### src/rtl/approx_mul_err_monitor.sv
// approx_mul_err_monitor: exhaustive on-chip self-test engine for approximate
// unsigned multipliers. Sweeps every operand pair, aligns each returned product
// with its operands, and accumulates error count, overshoot count, saturating
// error-distance sum and the first worst-case pair.
// Optional feature macro: ERR_MON_BIAS_EN adds a signed, saturating bias_sum
// output accumulating (exact - mul_r).
module approx_mul_err_monitor #(
    parameter int WIDTH   = 8,
    parameter int MUL_LAT = 0,
    parameter int CONF_W  = 6,
    parameter int SUM_W   = 32
) (
    input  logic                 clk,
    input  logic                 rst,
    input  logic                 start,
    input  logic [CONF_W-1:0]    conf_in,
    output logic                 busy,
    output logic                 done,
    output logic [WIDTH-1:0]     mul_a,
    output logic [WIDTH-1:0]     mul_b,
    output logic [CONF_W-1:0]    mul_conf,
    input  logic [2*WIDTH-1:0]   mul_r,
    output logic [2*WIDTH:0]     err_cnt,
    output logic [2*WIDTH:0]     over_cnt,
    output logic [SUM_W-1:0]     sum_ed,
    output logic [2*WIDTH-1:0]   max_ed,
    output logic [WIDTH-1:0]     max_a,
    output logic [WIDTH-1:0]     max_b
`ifdef ERR_MON_BIAS_EN
    ,
    output logic signed [SUM_W:0] bias_sum
`endif
);

    localparam int PROD_W  = 2 * WIDTH;
    localparam int CNT_W   = 2 * WIDTH + 1;
    localparam int SUM_X   = SUM_W + 1;
    localparam int ENTRY_W = 2 * WIDTH + 1;
    localparam int DRN_W   = $clog2(MUL_LAT + 2);

    typedef enum logic [1:0] {
        ST_IDLE,
        ST_SWEEP,
        ST_DRAIN,
        ST_DONE
    } state_t;

    state_t             state_q, state_d;
    logic [DRN_W-1:0]   drain_cnt_q, drain_cnt_d;
    logic               accept;
    logic               issue;
    logic               last_pair;

    logic [WIDTH-1:0]   mul_a_q, mul_a_d;
    logic [WIDTH-1:0]   mul_b_q, mul_b_d;
    logic [CONF_W-1:0]  conf_q, conf_d;

    logic               aligned_valid;
    logic [WIDTH-1:0]   aligned_a;
    logic [WIDTH-1:0]   aligned_b;

    logic               cmp_valid_q, cmp_valid_d;
    logic [WIDTH-1:0]   cmp_a_q, cmp_a_d;
    logic [WIDTH-1:0]   cmp_b_q, cmp_b_d;
    logic [PROD_W-1:0]  cmp_r_q, cmp_r_d;

    logic [PROD_W-1:0]  exact;
    logic               is_over;
    logic [PROD_W-1:0]  ed;
    logic [SUM_X-1:0]   sum_ext;

    logic [CNT_W-1:0]   err_cnt_q, err_cnt_d;
    logic [CNT_W-1:0]   over_cnt_q, over_cnt_d;
    logic [SUM_W-1:0]   sum_ed_q, sum_ed_d;
    logic [PROD_W-1:0]  max_ed_q, max_ed_d;
    logic [WIDTH-1:0]   max_a_q, max_a_d;
    logic [WIDTH-1:0]   max_b_q, max_b_d;

`ifdef ERR_MON_BIAS_EN
    localparam int BIAS_W = SUM_W + 1;
    localparam int BIAS_X = SUM_W + 2;
    logic signed [BIAS_W-1:0] bias_q, bias_d;
    logic signed [PROD_W:0]   diff;
    logic signed [BIAS_X-1:0] bias_ext;

    assign diff     = $signed({1'b0, exact}) - $signed({1'b0, cmp_r_q});
    assign bias_ext = BIAS_X'(bias_q) + BIAS_X'(diff);
    assign bias_sum = bias_q;
`endif

    assign last_pair = (mul_a_q == '1) && (mul_b_q == '1);
    assign busy      = (state_q == ST_SWEEP) || (state_q == ST_DRAIN);
    assign done      = (state_q == ST_DONE);

    // Control state register and drain counter.
    always_ff @(posedge clk) begin
        if (rst) begin
            state_q     <= ST_IDLE;
            drain_cnt_q <= '0;
        end else begin
            state_q     <= state_d;
            drain_cnt_q <= drain_cnt_d;
        end
    end

    // Next-state logic: accept start in IDLE, issue one pair per SWEEP cycle, flush in DRAIN.
    always_comb begin
        state_d     = state_q;
        drain_cnt_d = drain_cnt_q;
        accept      = 1'b0;
        issue       = 1'b0;
        case (state_q)
            ST_IDLE: begin
                if (start) begin
                    accept  = 1'b1;
                    state_d = ST_SWEEP;
                end
            end
            ST_SWEEP: begin
                issue = 1'b1;
                if (last_pair) begin
                    state_d     = ST_DRAIN;
                    drain_cnt_d = '0;
                end
            end
            ST_DRAIN: begin
                if (drain_cnt_q == DRN_W'(MUL_LAT)) begin
                    state_d = ST_DONE;
                end else begin
                    drain_cnt_d = drain_cnt_q + DRN_W'(1);
                end
            end
            ST_DONE: begin
                state_d = ST_IDLE;
            end
            default: begin
                state_d = ST_IDLE;
            end
        endcase
    end

    // Operand counter (B inner, A outer) and configuration latch.
    always_comb begin
        mul_a_d = mul_a_q;
        mul_b_d = mul_b_q;
        conf_d  = conf_q;
        if (accept) begin
            mul_a_d = '0;
            mul_b_d = '0;
            conf_d  = conf_in;
        end else if (issue) begin
            {mul_a_d, mul_b_d} = {mul_a_q, mul_b_q} + PROD_W'(1);
        end
    end

    // Delay line that lines the issued operands up with the multiplier's result.
    generate
        if (MUL_LAT == 0) begin : g_no_dly
            assign aligned_valid = issue;
            assign aligned_a     = mul_a_q;
            assign aligned_b     = mul_b_q;
        end else begin : g_dly
            logic [ENTRY_W-1:0] dly_q [MUL_LAT];
            logic [ENTRY_W-1:0] dly_d [MUL_LAT];

            // Shift a new {valid, a, b} entry in each cycle.
            always_comb begin
                dly_d[0] = {issue, mul_a_q, mul_b_q};
                for (int i = 1; i < MUL_LAT; i++) begin
                    dly_d[i] = dly_q[i-1];
                end
            end

            // Delay-line registers; cleared on reset so an aborted sweep leaves nothing behind.
            always_ff @(posedge clk) begin
                if (rst) begin
                    for (int i = 0; i < MUL_LAT; i++) begin
                        dly_q[i] <= '0;
                    end
                end else begin
                    for (int i = 0; i < MUL_LAT; i++) begin
                        dly_q[i] <= dly_d[i];
                    end
                end
            end

            assign {aligned_valid, aligned_a, aligned_b} = dly_q[MUL_LAT-1];
        end
    endgenerate

    // Compare stage captures the aligned {a, b, mul_r} triple.
    always_comb begin
        cmp_valid_d = aligned_valid;
        cmp_a_d     = aligned_a;
        cmp_b_d     = aligned_b;
        cmp_r_d     = mul_r;
    end

    assign exact   = PROD_W'(cmp_a_q) * PROD_W'(cmp_b_q);
    assign is_over = cmp_r_q > exact;
    assign ed      = is_over ? (cmp_r_q - exact) : (exact - cmp_r_q);
    assign sum_ext = {1'b0, sum_ed_q} + SUM_X'(ed);

    // Accumulator updates: cleared by an accepted start, otherwise fed by each valid compare.
    always_comb begin
        err_cnt_d  = err_cnt_q;
        over_cnt_d = over_cnt_q;
        sum_ed_d   = sum_ed_q;
        max_ed_d   = max_ed_q;
        max_a_d    = max_a_q;
        max_b_d    = max_b_q;
`ifdef ERR_MON_BIAS_EN
        bias_d     = bias_q;
`endif
        if (accept) begin
            err_cnt_d  = '0;
            over_cnt_d = '0;
            sum_ed_d   = '0;
            max_ed_d   = '0;
            max_a_d    = '0;
            max_b_d    = '0;
`ifdef ERR_MON_BIAS_EN
            bias_d     = '0;
`endif
        end else if (cmp_valid_q) begin
            if (ed != '0) begin
                err_cnt_d = err_cnt_q + CNT_W'(1);
            end
            if (is_over) begin
                over_cnt_d = over_cnt_q + CNT_W'(1);
            end
            sum_ed_d = sum_ext[SUM_W] ? '1 : sum_ext[SUM_W-1:0];
            if (ed > max_ed_q) begin
                max_ed_d = ed;
                max_a_d  = cmp_a_q;
                max_b_d  = cmp_b_q;
            end
`ifdef ERR_MON_BIAS_EN
            if (bias_ext[BIAS_X-1] != bias_ext[BIAS_X-2]) begin
                bias_d = bias_ext[BIAS_X-1] ? {1'b1, {(BIAS_W-1){1'b0}}}
                                            : {1'b0, {(BIAS_W-1){1'b1}}};
            end else begin
                bias_d = bias_ext[BIAS_W-1:0];
            end
`endif
        end
    end

    // Datapath registers: operands, configuration, compare stage and accumulators.
    always_ff @(posedge clk) begin
        if (rst) begin
            mul_a_q     <= '0;
            mul_b_q     <= '0;
            conf_q      <= '0;
            cmp_valid_q <= 1'b0;
            cmp_a_q     <= '0;
            cmp_b_q     <= '0;
            cmp_r_q     <= '0;
            err_cnt_q   <= '0;
            over_cnt_q  <= '0;
            sum_ed_q    <= '0;
            max_ed_q    <= '0;
            max_a_q     <= '0;
            max_b_q     <= '0;
`ifdef ERR_MON_BIAS_EN
            bias_q      <= '0;
`endif
        end else begin
            mul_a_q     <= mul_a_d;
            mul_b_q     <= mul_b_d;
            conf_q      <= conf_d;
            cmp_valid_q <= cmp_valid_d;
            cmp_a_q     <= cmp_a_d;
            cmp_b_q     <= cmp_b_d;
            cmp_r_q     <= cmp_r_d;
            err_cnt_q   <= err_cnt_d;
            over_cnt_q  <= over_cnt_d;
            sum_ed_q    <= sum_ed_d;
            max_ed_q    <= max_ed_d;
            max_a_q     <= max_a_d;
            max_b_q     <= max_b_d;
`ifdef ERR_MON_BIAS_EN
            bias_q      <= bias_d;
`endif
        end
    end

    assign mul_a    = mul_a_q;
    assign mul_b    = mul_b_q;
    assign mul_conf = conf_q;
    assign err_cnt  = err_cnt_q;
    assign over_cnt = over_cnt_q;
    assign sum_ed   = sum_ed_q;
    assign max_ed   = max_ed_q;
    assign max_a    = max_a_q;
    assign max_b    = max_b_q;

endmodule

### config.mk
export PLATFORM = sky130hd
export DESIGN_NAME = approx_mul_err_monitor
export DESIGN_NICKNAME = d
export VERILOG_FILES = /design/src/rtl/approx_mul_err_monitor.sv
export SDC_FILE = /design/constraint.sdc
export NUM_CORES = 1
export LEC_CHECK = 0
export CAP_MARGIN = 5
export CORE_ASPECT_RATIO = 0.6
export CORE_UTILIZATION = 57
export CTS_BUF_LIST = sky130_fd_sc_hd__clkbuf_16
export DETAILED_ROUTE_END_ITERATION = 7
export PLACE_DENSITY = 0.86
export SLEW_MARGIN = 10
export SYNTH_ARGS = -nofsm -noshare
export SYNTH_HDL_FRONTEND = slang
export SYNTH_SLANG_ARGS = --single-unit
### constraint.sdc
create_clock -name clk -period 11.9 [get_ports clk]
set_input_delay 1.19 -clock clk [delete_from_list [all_inputs] [get_ports clk]]
set_output_delay 1.19 -clock clk [all_outputs]
set_load 0.05 [all_outputs]
== Word-level counts from Yosys, hierarchy flattened ==
Cells that the tools add are included.

* Add/subtract/negate cells: 7
* $mul: 1
* Magnitude comparators: 2
* Equal/unequal tests: 8
* Muxes and demuxes: 12
* Reductions and logical operators: 11

{| class="wikitable"
|+ Operators by type and width
! operator !! number
|-
| $add A17 B1 Y17 const B || 2
|-
| $add A32 B16 Y33 || 1
|-
| $gt A16 B16 Y1 || 2
|-
| $mux W32 || 1
|-
| $sub A16 B16 Y16 || 2
|-
| $add A16 B1 Y16 const B || 1
|-
| $eq A8 B8 Y1 const B || 2
|-
| $mul A8 B8 Y16 || 1
|-
| $mux W16 || 1
|-
| $reduce_bool A16 Y1 || 1
|-
| $pmux W2 S4 || 1
|-
| $reduce_and A2 Y1 || 4
|-
| $mux W2 || 3
|-
| $ne A2 B2 Y1 const B || 3
|-
| $mux W1 || 5
|-
| $eq A2 B2 Y1 const B || 2
|-
| $reduce_and A3 Y1 || 1
|-
| $eq A2 B1 Y1 const B || 1
|-
| $logic_not A2 Y1 || 1
|-
| $pmux W1 S2 || 1
|-
| $reduce_bool A2 Y1 || 1
|-
| $reduce_or A2 Y1 || 1
|-
| $add A1 B1 Y1 const B || 1
|-
| $logic_and A1 B1 Y1 || 1
|-
| $logic_or A1 B1 Y1 || 1
|}

* Register bits after elaboration: 156
* Bits of input ports: 25
* Logic and storage cells: 56

== Longest topological paths before layout ==
Gate-level depths: netlist (run 1).

* Depth after elaboration: 5
* Depth in mapped cells: 41
* Mapped depth without buffers: 38

== Least setup slack after synthesis (run 1) ==
No wires, ideal clock.

* Kind: register to register
* From: register cmp_b_q[4]
* To: register sum_ed_q[28], in the netlist sum_ed[28]
* Setup time: 91 ps
* Arrival: 8564 ps
* Required time: 11809 ps
* Path slack: 3244 ps
* Stages on the path, launching flop included: 39
* Path buffers: 3
* Period minus slack after synthesis: 8656 ps
* Cell sequence: dfxtp_1 > and2_1 > fa_1 > fa_1 > inv_1 > fa_1 > fa_1 > inv_1 > ha_1 > a21oi_1 > o21bai_1 > a21oi_1 > o21bai_1 > a21oi_1 > o21bai_1 > a2111oi_0 > nor3_1 > xnor2_1 > [... 3 more ...] > and2_4 > o21ai_2 > a21oi_2 > buf_6 > mux2i_1 > inv_1 > fa_1 > nor2b_1 > o21ai_0 > a21boi_1 > o211ai_1 > a21oi_1 > o31a_1 > o21ai_1 > o41ai_1 > clkbuf_1 > a41oi_1 > a311oi_1

* Longest elaborated chain between the ends: 5

{| class="wikitable"
|+ Ends and longest elaborated chain
! element !! line !! text
|-
| start: declaration || 64 || <nowiki>logic [WIDTH-1:0] cmp_b_q, cmp_b_d;</nowiki>
|-
| start signal: assignment || 274 || <nowiki>cmp_b_q <= cmp_b_d;</nowiki>
|-
| $mul A8 B8 Y16 || 199 || <nowiki>assign exact = PROD_W'(cmp_a_q) * PROD_W'(cmp_b_q);</nowiki>
|-
| $gt A16 B16 Y1 || 200 || <nowiki>assign is_over = cmp_r_q > exact;</nowiki>
|-
| $mux W16 || 201 || <nowiki>assign ed = is_over ? (cmp_r_q - exact) : (exact - cmp_r_q);</nowiki>
|-
| net ed[1] || 69 || <nowiki>logic [PROD_W-1:0] ed;</nowiki>
|-
| $add A32 B16 Y33 || 202 || <nowiki>assign sum_ext = {1'b0, sum_ed_q} + SUM_X'(ed);</nowiki>
|-
| $mux W32 || 232 || <nowiki>sum_ed_d = sum_ext[SUM_W] ? '1 : sum_ext[SUM_W-1:0];</nowiki>
|-
| end signal: assignment || 278 || <nowiki>sum_ed_q <= sum_ed_d;</nowiki>
|-
| end: declaration || 74 || <nowiki>logic [SUM_W-1:0] sum_ed_q, sum_ed_d;</nowiki>
|}

The timed path passes the listed nets, and every way through them passes these cells.
A chain may end at the register's enable or synchronous reset.

== Worst setup path after layout (run 1) ==
* From: register cmp_a_q[4]
* To: register sum_ed_q[31], in the netlist sum_ed[31]

* Longest elaborated chain between the ends: 5

{| class="wikitable"
|+ Ends and longest elaborated chain
! element !! line !! text
|-
| start: declaration || 63 || <nowiki>logic [WIDTH-1:0] cmp_a_q, cmp_a_d;</nowiki>
|-
| start signal: assignment || 273 || <nowiki>cmp_a_q <= cmp_a_d;</nowiki>
|-
| $mul A8 B8 Y16 || 199 ||
|-
| $gt A16 B16 Y1 || 200 ||
|-
| $mux W16 || 201 ||
|-
| net ed[1] || 69 ||
|-
| $add A32 B16 Y33 || 202 ||
|-
| $mux W32 || 232 ||
|}

The timed path passes the listed nets, and every way through them passes these cells.

==> impl_results.md, run 1 <==
* Status: finished, final reports clean
* Clk sinks at 155
* Largest cells by area after synthesis: dfxtp_1, ha_1, fa_1
* Post-synth top area share at 27.6%
* Gpl congestion at 0.921
* Layout cells sized above 1 at 4.76%
* Simple-gate share of the synthesized area at 21.5%
* Total wire length at 29700 um
* DR vias at 10100
* HPWL after DPL at 22700 um
* Starting Density at 58.6%
* Synth warnings at 0
* Pre-antenna DRT Iters at 6
* Tightest Hold Check Type: flip-flop to flip-flop
* Syn nets at 1483
* Relative slew slack at 25.8%
* CP max-delay cell: a21oi_2
* Total CTS buffers at 17
* Slew Limit Fails at 0
* Pin count of the biggest net entering global routing at 95
* Post-synthesis mux area share at 3.76%
* WL/cell at 17.3 um
* PostCTS Resize Cnt at 0
* Setup repair bufs after CTS at 0
* Final net count at 1608
* Clk_lat worst skew at 440 ps
* Cells after synthesis at 1312
* Slowest stage delay, CP at 700 ps
* GRT Overall Usage at 29.6%
* Number of fill cells at 1512
* Power per standard cell area at 124 nW/um^2
* Placement row count at 39
* RSZ-0062 raised after global routing: no
* MaxCap Viol Count at 0
* Adder-Cell Fraction of Synth Area at 18.9%
* Setup_tns at 0 ps
* Reg power frac at 34.9%
* Critical Path RT at 12170 ps
* First-pass GRT wire length at 47900 um
* Internal Power at 0.00103 W
* Grt ovf at 0
* Clock skew at 13.0 ps
* Clock network power share at 29.9%
* Core area at 19200 um^2
* Net switching power at 0.000639 W
* Yosys reg bits at 155
* CP Max Fanout at 14
* Peak supply drop at 0.122 mV
* Synth Area in Compound Gates at 16.6%
* Combinational Power Share at 35.2%
* Drt initial violations at 1084
* CTS tree: yes
* Prevailing post-synth register cell: dfxtp_1
* Unique cell type count in the Yosys netlist at 85
* Max Fclk at 98.8 MHz
* Sequential area share after synthesis at 27.6%
* Final worst-path cycle share at 85.0%
* Post-synth EDFFs at 0
* Ys async rst share at 0%
* Worst Max-Slew Pin Slew at 1100 ps
* Post-place instance area at 12800 um^2
* Post-CTS Hold Fix Bufs at 0
* Number of buffers added on ports at 146
* Switching part of the total at 38.4%
* Synthesized area at 11200 um^2
* Ant diodes at 0
* Final Hold Fails at 0
* Root Buffer: clkbuf_16
* Worst path arrival time at 10390 ps
* Pleak at 5.43 nW
* DRC viols at 0
* DIE WIDTH at 183 um
* CP endpoint kind: flip-flop
* Die area at 20300 um^2
* Clock Tree Buf Depth at 2
* Clk slew on worst S/H paths at 70 ps
* Synthesized area per cell at 8.56 um^2
* Setup CP Type: flip-flop to flip-flop
* Die Ht at 111 um
* Synth Area in XOR/XNOR at 5.20%
* Vias per Instance at 5.89
* Antenna violations before repair at 0
* Largest family of logic cells by synthesized area: simple AND/OR/NAND/NOR gates
* Final Cell Area at 13400 um^2
* I/O pin total at 147
* Largest area contributor in the netlist: dfxtp_1
* H-tree levels at 4
* Vias in the first global route at 9247
* Worst Setup Start Kind: flip-flop
* Syn-to-layout area delta at 19.1%
* Final setup viols at 0
* Antenna viol nets, final at 0
* Min Tclk post-route at 10120 ps
## area by class of cell
class	count	area, um^2	share of cell area (%)
well taps	266	333	2.49
inverters	129	484	3.62
flip-flops and latches	155	3100	23.2
repair buffers	151	1500	11.2
clock buffers	17	425	3.18
clock inverters	15	97.6	0.730
multi-input cells	983	7430	55.6
## flip-flops by register name (all words and copies together) (netlist names), 2 cells and up
register  cells
cmp_a_q       8
cmp_b_q       8
cmp_r_q      16
err_cnt      17
max_a         8
max_b         8
max_ed       16
mul_a         8
mul_b         8
mul_conf      6
over_cnt     17
state_q       2
sum_ed       32
## per-layer routing
metal / wire length [um] / track usage (%) / vias to the layer above
met4: 291 / 5.89 / 0
met2: 11600 / 39.6 / 455
li1: - / - / 4803
met1: 15000 / 47.0 / 4828
met5: 0 / 0 / -
met3: 2780 / 7.13 / 29
## metrics by stage
stage                     total power [W]  utilization [%]  setup slack (ps)  hold WS, ps  std cells
after floorplan                   0.00101                -              3240          518       1312
after global placement            0.00115             67.0              2380          442       1684
after detailed placement          0.00116             67.0              2070          446       1684
after CTS                         0.00166             69.7              2000          455       1716
after global routing              0.00174             69.7              1120          483       1716
final                             0.00166             69.7              1780          454       1716
## synthesized netlist by cell type (5+ instances only)
cell type,n
dfxtp_1,155
inv_1,128
ha_1,107
nor2_1,103
a21oi_1,83
nand2_1,74
and2_1,56
o21ai_0,49
nor2b_1,45
mux2i_1,41
fa_1,39
nand3_1,38
xor2_1,36
clkbuf_1,28
xnor2_1,27
nor3_1,26
or3_1,22
nand4_1,19
and3_1,18
a211oi_1,16
a21o_1,16
o21a_1,16
nand2b_1,11
a311oi_1,8
o21bai_1,8
buf_6,7
o21ai_1,7
or2_2,7
and4_1,6
nor4_1,6
o31ai_1,6
a31oi_1,5
buf_2,5
o31a_1,5
## critical path: cells and delay by family (launching register included)
family / cells / cell delay, ps
AOI/OAI and AO/OA: 14 / 3700
xor gates and xnor gates: 1 / 140
adders and majority gates: 7 / 3100
buffers and inverters: 4 / 230
DFF: 1 / 580
muxes: 1 / 310
and+or+nand+nor: 7 / 1840
## cell families after synthesis
group / Yosys count
muxes: 42
buffers and inverters: 174
and+or+nand+nor: 455
DFF: 155
xor gates and xnor gates: 65
adders and majority gates: 146
AOI/OAI and AO/OA: 275
## final timing paths
| path | from | end | slack [ps] | cells past startpoint |
|---|---|---|---|---|
| worst max-delay path | cmp_a_q[4]$_SDFF_PP0_ | sum_ed[31]$_SDFFE_PP0P_ | 1780 | 34 |
| worst max register to register | cmp_a_q[4]$_SDFF_PP0_ | sum_ed[31]$_SDFFE_PP0P_ | 1780 | 34 |
| worst min register to register | mul_conf[4]$_SDFFE_PP0P_ | mul_conf[4]$_SDFFE_PP0P_ | 450 | 2 |
| worst min-delay path | mul_conf[4]$_SDFFE_PP0P_ | mul_conf[4]$_SDFFE_PP0P_ | 450 | 2 |
## cells in the final DEF, fill, tap and decap left out, drive strengths merged, types with 7 or more instances in the layout
| cell type | n |
|---|---|
| nor3 | 27 |
| clkbuf | 17 |
| nor2b | 45 |
| a211oi | 17 |
| a21oi | 85 |
| or2 | 9 |
| nand2 | 74 |
| nand3 | 38 |
| xnor2 | 29 |
| and3 | 18 |
| a311oi | 8 |
| inv | 133 |
| nor4 | 7 |
| xor2 | 36 |
| o31ai | 7 |
| nand4 | 20 |
| a21o | 16 |
| mux2i | 41 |
| clkinv | 8 |
| and4 | 8 |
| fa | 39 |
| dfxtp | 155 |
| clkdlybuf4s50 | 146 |
| o21a | 16 |
| or3 | 22 |
| o21bai | 8 |
| o21ai | 59 |
| nor2 | 103 |
| and2 | 57 |
| nand2b | 11 |
| ha | 107 |
## power groups by stage
| stage | clock network (W) | registers (W) | logic (W) |
|---|---|---|---|
| CTS | 0.000502 | 0.000580 | 0.000578 |
| global placement | 0 | 0.000590 | 0.000562 |
| floorplan | 0 | 0.000661 | 0.000350 |
| finish | 0.000497 | 0.000581 | 0.000586 |
| detailed placement | 0 | 0.000591 | 0.000574 |
| global route | 0.000526 | 0.000583 | 0.000634 |
No activity file was read; power rests on OpenSTA's default activity.
==> inputs of run 2 (changes only) <==
Settings changed: MAX_ROUTING_LAYER set to met4, REMOVE_ABC_BUFFERS set to 1.
==> impl_results.md, run 2 (synthesis gave the netlist of run 1 again) <==
* I/O pin total at 147 (unchanged)
* Antenna viol nets, final at 0 (unchanged)
* Final worst-path cycle share at 84.4% (-0.59 points)
* CP Max Fanout at 16 (+2)
* DR vias at 9968 (-1.5%)
* Worst r2r dst: sum_ed[1]$_SDFFE_PP0P_
* Total wire length at 29000 um (-2.2%)
* HPWL after DPL at 22000 um (-2.9%)
* Relative slew slack at 24.8% (-1.0 points)
* Pleak at 5.45 nW (+0.32%)
* PostCTS Resize Cnt at 0 (unchanged)
* Number of fill cells at 1539 (+1.8%)
* Clock skew at 9.99 ps (-2.99 ps)
* Slowest stage delay, CP at 720 ps (+20 ps)
* Min Tclk post-route at 10050 ps (-70.0 ps)
* HP Start: mul_conf[5]$_SDFFE_PP0P_
* H-tree levels at 4 (unchanged)
* Worst setup margin at 1850 ps (+70.0 ps)
* Clk slew on worst S/H paths at 70 ps (about the same)
* Tightest Hold Check Type: flip-flop to flip-flop
* Vias in the first global route at 9062 (-2.0%)
* DRC viols at 0 (unchanged)
* MaxCap Viol Count at 0 (unchanged)
* Placement Setup Slack at 2130 ps (+58.6 ps)
* Clk sinks at 155 (unchanged)
* Syn-to-layout area delta at 19.4%
* Pin count of the biggest net entering global routing at 95 (unchanged)
* Top Family by Delay on Critical Path: compound AO/OA/AOI/OAI gates
* Total CTS buffers at 17 (unchanged)
* Layout cells sized above 1 at 4.76% (about the same)
* Starting Density at 58.6% (unchanged)
* Reg2reg path depth at 35 (+2.9%)
* RR Startpoint: cmp_a_q[0]$_SDFF_PP0_
* Worst path buffer plus inverter count at 5 (+1)
* Drt initial violations at 772 (-29%)
* First-pass GRT wire length at 47200 um (-1.5%)
* Clock Tree Buf Depth at 2 (unchanged)
* RSZ-0062 raised after global routing: no
* Pre-antenna DRT Iters at 5 (-1)
* Setup_tns at 0 ps (unchanged)
* Grt ovf at 0 (unchanged)
* Worst Setup Start Kind: flip-flop
* Final net count at 1608 (unchanged)
* Peak supply drop at 0.190 mV (+56%)
* Post-CTS Hold Fix Bufs at 0 (unchanged)
* Worst Max-Slew Pin Slew at 1120 ps (+20.1 ps)
* WL/cell at 16.9 um (-2.1%)
* Die Ht at 111 um (unchanged)
* Register-to-register setup slack at 1850 ps (+70 ps)
* Commonest non-fill, non-tap cell in the layout: dfxtp_1
* Setup CP Type: flip-flop to flip-flop
* Vias per Instance at 5.81 (-1.4%)
* Most frequent cells in the layout: dfxtp_1, clkdlybuf4s50_1, inv_1
* Multi-input gate area at 7430 um^2 (unchanged)
* Root Buffer: clkbuf_16
* Number of buffers added on ports at 146 (unchanged)
* Slew Limit Fails at 0 (unchanged)
* Storage element area at 3100 um^2 (unchanged)
* DIE WIDTH at 183 um (unchanged)
* Status: finished, final reports clean
* GRT Overall Usage at 29.8% (+0.19 points)
* Max Fclk at 99.5 MHz (+0.70%)
* CP max-delay cell: a21oi_2
* Setup repair bufs after CTS at 0 (unchanged)
* Worst path arrival time at 10380 ps (about the same)
* Ant diodes at 0 (unchanged)
* CP endpoint kind: flip-flop
* Placement row count at 39 (unchanged)
* Gpl congestion at 0.925 (+0.43%)
* Clk_lat worst skew at 440 ps (about the same)
* Largest register FFs at 32 (unchanged)
* Die area at 20300 um^2 (unchanged)
* Core area at 19200 um^2 (unchanged)
* Antenna violations before repair at 0 (unchanged)
* Final setup viols at 0 (unchanged)
* Power per standard cell area at 127 nW/um^2 (+1.8%)
* Critical Path RT at 12230 ps (+60 ps)
* Hold EP: mul_conf[5]$_SDFFE_PP0P_
* Hold Path Depth at 2 (unchanged)
* CTS tree: yes
* Final Hold Fails at 0 (unchanged)
-- run 2: layout make-up --
cell class              instances  area share (%)
well taps                     266            2.48
multi-input cells             983            55.4
repair buffers                151            11.2
clock buffers                  17            3.17
clock inverters                14           0.980
flip-flops and latches        155            23.1
inverters                     129            3.61
-- run 2: how the worst max path moves through the flow --
stage / to / startpoint / cells after the start
CTS: sum_ed[1]$_SDFFE_PP0P_ / cmp_a_q[0]$_SDFF_PP0_ / 35
finish: sum_ed[1]$_SDFFE_PP0P_ / cmp_a_q[0]$_SDFF_PP0_ / 35
floorplan: max_a[0]$_SDFFE_PP0P_ / cmp_b_q[4]$_SDFF_PP0_ / 35
global route: sum_ed[31]$_SDFFE_PP0P_ / cmp_a_q[0]$_SDFF_PP0_ / 34
global placement: sum_ed[1]$_SDFFE_PP0P_ / cmp_a_q[0]$_SDFF_PP0_ / 36
detailed placement: sum_ed[1]$_SDFFE_PP0P_ / cmp_a_q[0]$_SDFF_PP0_ / 35
-- run 2: worst min-delay path, cell delays in order, from the launching register on --
cell	delay, ps
dfxtp_1	310
nand2_1	50
a21oi_1	50
-- run 2: metal layers --
metal  up-vias  GRT usage [%]  routed length (um)
li1       4802              -                   -
met1      4738           46.0               14900
met2       403           38.8               11400
met3        25           6.87                2490
met4         0           5.50                 272
met5         -              -                   0
-- run 2: stage by stage --
| step | std cells | cell area, um^2 | hold WS [ps] | utilization (%) | total power, W |
|---|---|---|---|---|---|
| 2_1_floorplan | 1267 | 11000 | 518 | - | 0.00100 |
| 3_3_place_gp | 1684 | 12800 | 442 | 67.0 | 0.00115 |
| 3_5_place_dp | 1684 | 12800 | 449 | 67.0 | 0.00117 |
| 4_1_cts | 1715 | 13400 | 455 | 69.9 | 0.00170 |
| 5_1_grt | 1715 | 13400 | 473 | 69.9 | 0.00178 |
| 6_report | 1715 | 13400 | 453 | 69.9 | 0.00170 |
-- run 2: where the power goes --
group / total (W) / leakage, nW / internal, W / switching, W
sequential: 0.000579 / 1.26 / 0.000550 / 0.0000284
combinational: 0.000588 / 3.93 / 0.000211 / 0.000377
clock: 0.000533 / 0.267 / 0.000304 / 0.000228
